[src/rtl/mips_defs_pkg.sv]
// Definitions shared by the fetch stage and the decoder: opcodes, funct codes,
// ALU op encodings, the Jmp code and the jump-target helper.
package mips_defs;

  localparam logic [5:0] OP_RTYPE = 6'h00;
  localparam logic [5:0] OP_J     = 6'h02;
  localparam logic [5:0] OP_JAL   = 6'h03;
  localparam logic [5:0] OP_BEQ   = 6'h04;
  localparam logic [5:0] OP_BNE   = 6'h05;
  localparam logic [5:0] OP_ADDI  = 6'h08;
  localparam logic [5:0] OP_LW    = 6'h23;
  localparam logic [5:0] OP_SW    = 6'h2B;

  localparam logic [5:0] FN_SLL   = 6'h00;
  localparam logic [5:0] FN_JR    = 6'h08;
  localparam logic [5:0] FN_JALR  = 6'h09;
  localparam logic [5:0] FN_ADD   = 6'h20;
  localparam logic [5:0] FN_SUB   = 6'h22;
  localparam logic [5:0] FN_AND   = 6'h24;
  localparam logic [5:0] FN_OR    = 6'h25;
  localparam logic [5:0] FN_SLT   = 6'h2A;

  typedef enum logic [3:0] {
    ALU_ADD = 4'd0,
    ALU_SUB = 4'd1,
    ALU_AND = 4'd2,
    ALU_OR  = 4'd3,
    ALU_SLT = 4'd4,
    ALU_SLL = 4'd5
  } alu_op_t;

  localparam logic [1:0] JMP_NONE = 2'b00;
  localparam logic [1:0] JMP_J    = 2'b01;
  localparam logic [1:0] JMP_JR   = 2'b10;

  localparam logic [31:0] NOP_INSTR_DEFAULT = 32'h0000_0000;

  // j/jal target: upper nibble of the delay-free PC+4, word index from the instruction.
  function automatic logic [31:0] j_target(input logic [31:0] pc4, input logic [31:0] instr);
    return {pc4[31:28], instr[25:0], 2'b00};
  endfunction

endpackage

[src/rtl/ifid_reg.sv]
// IF/ID pipeline register: flush injects a bubble, load captures a fetch, otherwise hold.
module ifid_reg
  import mips_defs::*;
#(
  parameter logic [31:0] NOP_INSTR = NOP_INSTR_DEFAULT
) (
  input  logic        clk,
  input  logic        rst,
  input  logic        i_load,
  input  logic        i_flush,
  input  logic [31:0] i_instr,
  input  logic [31:0] i_pc4,
  output logic [31:0] o_instr,
  output logic [31:0] o_pc4,
  output logic        o_valid
);

  logic [31:0] r_instr;
  logic [31:0] r_pc4;
  logic        r_valid;

  always_ff @(posedge clk) begin
    if (rst || i_flush) begin
      r_instr <= NOP_INSTR;
      r_pc4   <= 32'd0;
      r_valid <= 1'b0;
    end else if (i_load) begin
      r_instr <= i_instr;
      r_pc4   <= i_pc4;
      r_valid <= 1'b1;
    end
  end

  assign o_instr = r_instr;
  assign o_pc4   = r_pc4;
  assign o_valid = r_valid;

endmodule

[src/rtl/if_stage.sv]
// Instruction fetch: PC, next-PC selection (branch > stall > jump > sequential),
// fetch/bubble counters and the IF/ID register.
module if_stage
  import mips_defs::*;
#(
  parameter logic [31:0] RESET_PC  = 32'h0000_0000,
  parameter logic [31:0] NOP_INSTR = NOP_INSTR_DEFAULT
) (
  input  logic        clk,
  input  logic        rst,
  output logic [31:0] imem_addr,
  input  logic [31:0] imem_rdata,
  input  logic        stall,
  input  logic        ex_branch_taken,
  input  logic [31:0] ex_branch_target,
  input  logic [1:0]  id_jmp,
  input  logic [31:0] id_jr_target,
  output logic [31:0] ifid_instr,
  output logic [31:0] ifid_pc4,
  output logic        ifid_valid,
  output logic [5:0]  opcode,
  output logic [5:0]  func,
  output logic        id_flush,
  output logic [31:0] fetch_count,
  output logic [31:0] bubble_count
);

  logic [31:0] r_pc;
  logic [31:0] r_fetch_count;
  logic [31:0] r_bubble_count;

  logic [31:0] w_pc4;
  logic        w_jmp_take;
  logic [31:0] w_jmp_target;
  logic        w_ifid_load;
  logic        w_ifid_flush;
  logic [31:0] w_ifid_instr;
  logic [31:0] w_ifid_pc4;
  logic        w_ifid_valid;

  assign w_pc4 = r_pc + 32'd4;

  // A bubble in IF/ID must never redirect, whatever the decoder drives.
  assign w_jmp_take   = w_ifid_valid && ((id_jmp == JMP_J) || (id_jmp == JMP_JR));
  assign w_jmp_target = (id_jmp == JMP_JR) ? id_jr_target : j_target(w_ifid_pc4, w_ifid_instr);

  assign w_ifid_flush = ex_branch_taken || (!stall && w_jmp_take);
  assign w_ifid_load  = !ex_branch_taken && !stall && !w_jmp_take;

  always_ff @(posedge clk) begin
    if (rst) begin
      r_pc           <= RESET_PC;
      r_fetch_count  <= 32'd0;
      r_bubble_count <= 32'd0;
    end else if (ex_branch_taken) begin
      r_pc           <= ex_branch_target;
      r_bubble_count <= r_bubble_count + 32'd1;
    end else if (stall) begin
      r_pc <= r_pc;
    end else if (w_jmp_take) begin
      r_pc           <= w_jmp_target;
      r_bubble_count <= r_bubble_count + 32'd1;
    end else begin
      r_pc          <= w_pc4;
      r_fetch_count <= r_fetch_count + 32'd1;
    end
  end

  ifid_reg #(
    .NOP_INSTR (NOP_INSTR)
  ) u_ifid_reg (
    .clk     (clk),
    .rst     (rst),
    .i_load  (w_ifid_load),
    .i_flush (w_ifid_flush),
    .i_instr (imem_rdata),
    .i_pc4   (w_pc4),
    .o_instr (w_ifid_instr),
    .o_pc4   (w_ifid_pc4),
    .o_valid (w_ifid_valid)
  );

  assign imem_addr    = r_pc;
  assign ifid_instr   = w_ifid_instr;
  assign ifid_pc4     = w_ifid_pc4;
  assign ifid_valid   = w_ifid_valid;
  assign opcode       = w_ifid_instr[31:26];
  assign func         = w_ifid_instr[5:0];
  assign id_flush     = ex_branch_taken;
  assign fetch_count  = r_fetch_count;
  assign bubble_count = r_bubble_count;

endmodule

[config.mk]
export PLATFORM = sky130hd
export DESIGN_NAME = if_stage
export DESIGN_NICKNAME = d
export VERILOG_FILES = /design/src/rtl/mips_defs_pkg.sv /design/src/rtl/ifid_reg.sv /design/src/rtl/if_stage.sv
export SDC_FILE = /design/constraint.sdc
export NUM_CORES = 1
export LEC_CHECK = 0
export ABC_AREA = 0
export BUFFER_PORTS_ARGS = -buffer_cell sky130_fd_sc_hd__buf_2
export CORE_ASPECT_RATIO = 0.6
export CORE_UTILIZATION = 40
export DETAILED_ROUTE_END_ITERATION = 7
export PLACE_DENSITY = 0.67
export SETUP_SLACK_MARGIN = 0.5
export SYNTH_ARGS = -nofsm -noshare
export SYNTH_HDL_FRONTEND = slang
export SYNTH_SLANG_ARGS = --single-unit
[constraint.sdc]
create_clock -name clk -period 2.68 [get_ports clk]
set_clock_uncertainty 0.05 [all_clocks]
set_input_delay 0.268 -clock clk [delete_from_list [all_inputs] [get_ports clk]]
set_output_delay 0.268 -clock clk [all_outputs]
set_load 0.05 [all_outputs]
-- Word-level counts from Yosys, hierarchy flattened
Index checks and enable logic that the tools add are counted.
- add/subtract/negate cells: 3
- equality and inequality tests: 3
- multiplexer cells: 7
- bitwise logic cells: 3
- reduce and logical (&&, ||, !) cells: 13
- operators with widths (kind ; number):
    32-bit 2-to-1 mux ; 7
    32-bit by 1-bit adder with 32-bit output (second input constant) ; 2
    32-bit by 3-bit adder with 32-bit output (second input constant) ; 1
    1-bit logical AND ; 4
    1-bit zero test ; 3
    1-bit logical OR ; 3
    1-bit inverter ; 3
    3-bit AND reduction ; 1
    2-bit by 1-bit equality test with 1-bit output (second input constant) ; 1
    2-bit equality test (second input constant) ; 1
    2-bit by 1-bit inequality test with 1-bit output (second input constant) ; 1
    2-bit AND reduction ; 1
    2-bit nonzero test ; 1
- flip-flop bits (word level): 161
- input bits: 102
- output and inout bits: 174
- logic and storage cells: 35

-- Logic depth before layout (Yosys ltp)
- word-level depth: 6
- depth in mapped cells: 9
- gate-level depth less buffers: 7

-- Cells and area by module
Synthesis repeated with hierarchy kept, for this count alone.
- cell total of the unflattened synthesis: 957
- area total of the unflattened synthesis: 8314.2 um^2
- by module, submodules not included (module ; instances ; cells an instance ; area an instance (um^2) ; sequential area each (um^2)):
    if_stage ; 1 ; 747 ; 5974.5 ; 1921.8
    ifid_reg ; 1 ; 210 ; 2339.7 ; 1301.2

-- Least setup slack after synthesis
OpenSTA, ideal clock, no wires.
- path type: flip-flop to flip-flop
- start: reg u_ifid_reg.r_valid, in the netlist u_ifid_reg.o_valid
- end: reg r_bubble_count[28], in the netlist bubble_count[28]
- setup time: 0.121 ns
- arrival: 2.393 ns
- required time: 2.509 ns
- slack: 0.116 ns
- cell stages (with the launch flop): 8
- buffers on the path: 2
- period minus slack after synthesis: 2.564 ns
- cell sequence: dfxtp_1 or3b_1 buf_6 a2111oi_4 and2_1 buf_4 nand4_2 mux2_4
- cells in the longest elaborated chain, start to end: 3
- RTL lines (element ; RTL line ; text):
    start: declaration ; ifid_reg.sv:20 ; logic r_valid;
    start signal: assignment ; ifid_reg.sv:26 ; r_valid <= 1'b0;
    start signal: assignment ; ifid_reg.sv:30 ; r_valid <= 1'b1;
    1-bit logical AND ; if_stage.sv:44 ; assign w_jmp_take = w_ifid_valid && ((id_jmp == JMP_J) || (id_jmp == JMP_JR));
    2-bit nonzero test (no source line) ; -- ;
    2-bit AND reduction (no source line) ; -- ;
    end signal: assignment ; if_stage.sv:57 ; r_bubble_count <= r_bubble_count + 32'd1;
    end signal: assignment ; if_stage.sv:62 ; r_bubble_count <= r_bubble_count + 32'd1;
    end: declaration ; if_stage.sv:30 ; logic [31:0] r_bubble_count;
No other way between the ends.
A chain may end at the register's enable or synchronous reset.

-- Final worst setup path
- start: reg u_ifid_reg.r_valid, in the netlist u_ifid_reg.o_valid
- end: reg r_bubble_count[31], in the netlist bubble_count[31]
Same word-level chain as after synthesis.

==> reports/results.ini <==
[outcome]
outcome = complete, no violations

[synthesis]
ys_async_sr_fraction_pct = 0
synth_top_area_share_pct = 40.52
synth_edf_count = 0
synth_area_leaders = dfxtp_1 41%, nand2_1 6.6%, nor2_1 5.3%
yosys-top-cells-count = 161 x dfxtp_1, 139 x nand2_1, 113 x nor2_1
syn_area_per_cell_um2 = 8.042
netlist-cell-type-count = 62
synth_most_common_cell = dfxtp_1
ys_seq_area_share_pct = 40.52
yosys_register_bits = 161
synth_ff_type = dfxtp_1
syn_inst = 989
syn_area_um2 = 7954
mappedNetlistNets = 1095
yosys_warnings = 0
yosysTopAreaCell = dfxtp_1

[clocking]
cts_sinks = 161
path_clk_slew_ns = 0.07
insertion_delay_ns = 0.44
h-tree-depth = 4
numCtsBuffers = 17
cts-root-buf = clkbuf_16
cts_tree = yes
max-clock-path-buffers = 2

[pwr]
power.share.clock_pct = 44.8
p_leak_nw = 4.320
ir_drop_v = 0.0004617
p_sw_mw = 1.753
p_per_area_nw_per_um2 = 587.3
finalPower_mw = 6.140
pwr-share-comb_pct = 13.6
p_seq_share_pct = 41.6
swShare_pct = 28.55
p_int_mw = 4.387

[sta]
setup_viol = 0
rsz0062_at_grt = true
finalCritPeriodShare_pct = 77.27
hold_viol = 0
finalMaxSlewViolations = 0
finalSetupTns_ns = 0
max_clock_freq_ghz = 0.4829
slew_headroom_pct = 53.77
worstMarginPinSlew_ns = 0.6903
min_period_ns = 2.071

[floorplanning]
floorplan.rows = 39
io_pins = 276
die-area_um2 = 20470
core_um2 = 19230
start_util_pct = 41.37
dieHeight_um = 111.2
fp.dieW_um = 184.0

[hold_path]
whs_path_depth = 3
hold_class = in2reg
hold_path.startpoint = imem_rdata[10]
min_to = u_ifid_reg.o_instr[10]

[finish]
seq_area_um2 = 3278
multi_input_area_um2 = 4365
fillers = 1839
syn2layout_area_growth_pct = 31.43
final_area_um2 = 10450
drive_gt1_share_pct = 31.85
finalNetCount = 1349

[grt]
track_usage_pct = 27.07
grt_remaining_overflow = 0
grt_pass1_vias = 7429
grt_max_degree = 61
grt_pass1_wl_um = 42360
antenna_found_initial = 10

[detailed_routing]
wirelength_um = 27580
drc = 0
avgRoutedWirePerCell_um = 18.04
via_per_inst = 5.393
ant_nets = 0
drt_iter0_markers = 775
first_pass_iters = 5
vias = 8246

[place]
io_buffer_count = 275
dp_hpwl_um = 20740
gp_congestion = 0.8897
placed_area_um2 = 9654

[critical_path]
cp_slowest_cell = or4_1
required_ns = 3.01
worst_path_largest_cell_delay_ns = 0.49
path_delay_family = simple AND/OR/NAND/NOR gates
endpoint_kind = flop
worstSetupPathType = reg2reg
cp.arrival_ns = 2.40
r2r_start = u_ifid_reg.o_valid
timing.rr.end = bubble_count[31]
cp_cell_sequence = or3b_1 > a2111oi_4 > nand2_2 > or4_1 > nand2_1
start_kind = flop
r2r_setup_slack_ns = 0.61
reg2regPathDepth = 5
cp_max_fo = 7
cp.buffers_inverters = 0

[job]
cap_viol_max_count = 0

-- state kept, by name, summed over array words and instances (netlist names) --
name	cells
fetch_count	32
bubble_count	32
u_ifid_reg.o_pc4	32
imem_addr	32
u_ifid_reg.o_valid	1
u_ifid_reg.o_instr	32
-- worst max path at each step --
stage	startpoint	to	slack (ns)	cells after the start
after floorplan	id_jmp[1]	bubble_count[28]	0.38	8
after global placement	id_jmp[0]	bubble_count[30]	0.29	8
after detailed placement	id_jmp[0]	bubble_count[30]	0.27	8
after CTS	imem_addr[5]	imem_addr[16]	0.51	6
after global routing	imem_addr[5]	imem_addr[16]	0.50	6
final	u_ifid_reg.o_valid	bubble_count[31]	0.61	5
-- routing by layer --
metal	vias up	track usage (%)	share of wire [%]
met4	6	7.667	1.6
met3	38	8.410	9.6
met5	-	0	0.13
li1	4003	-	-
met1	3846	37.85	46
met2	353	39.67	43
-- worst reg2reg max path, stage by stage, from the launching register on --
cell and delay, ns:
dfxtp_4 0.37, or3b_1 0.45, a2111oi_4 0.41, nand2_2 0.16, or4_1 0.49, nand2_1 0.08
-- cells by family (layout without fill, tap and decap cells) --
group           count (synthesis)  after routing  share of synthesized area, %
compound gates                188            188                         15.59
xor+xnor                       74             74                         8.148
fa+ha+maj                       4              4                        0.6293
buf+inv                       100            367                         5.632
flops                         161            161                         40.52
mux                            30             30                         3.917
other cells                     0              7                             0
simple gates                  432            432                         25.56
-- area by class of cell --
cell class / count / area share (%)
antenna: 7 / 0.1676
inverter: 15 / 0.5625
multi-input combinational: 728 / 41.76
clock inverter: 15 / 2.214
clock buffer: 17 / 4.069
sequential: 161 / 31.36
timing repair buffer: 320 / 16.68
tap: 266 / 3.184
-- through the flow --
| stage | std cells | hold WS [ns] | worst slack [ns] | utilization (%) |
|---|---|---|---|---|
| finish | 1529 | 0.02007 | 0.6093 | 54.37 |
| global route | 1524 | 0.003371 | 0.4969 | 54.31 |
| CTS | 1520 | 0.0007727 | 0.5113 | 54.02 |
| detailed placement | 1481 | 0.3918 | 0.2663 | 50.21 |
| global placement | 1481 | 0.3908 | 0.2915 | 50.21 |
| floorplan | 989 | 0.3540 | 0.3753 | - |
-- cells in the final DEF (no fill, tap or decap), drive strengths merged, types with 26 or more instances in the layout --
master,count
xnor2,39
nor3,33
nor2,113
nand3,45
dfxtp,161
a211oi,29
buf,313
nand2,140
xor2,35
nand4,26
a21oi,67
o21ai,29
-- power by group through the flow --
stage          Clock, mW  Combinational, mW  Sequential, mW
2_1_floorplan          0              0.349            2.79
3_3_place_gp           0              0.819            2.60
3_5_place_dp           0              0.824            2.60
4_1_cts             2.80              0.835            2.55
5_1_grt             2.92              0.893            2.56
6_report            2.75              0.837            2.55
-- repair_timing --
item | CTS | global route
pin swaps | 0 | 3
hold endpoints to repair | 7 | 0
gates resized for setup | 1 | 9
setup buffers | 0 | 2
setup endpoints to repair | 2 | 21
hold buffers | 7 | 0
Note: power is estimated with default switching activity, not from simulation.
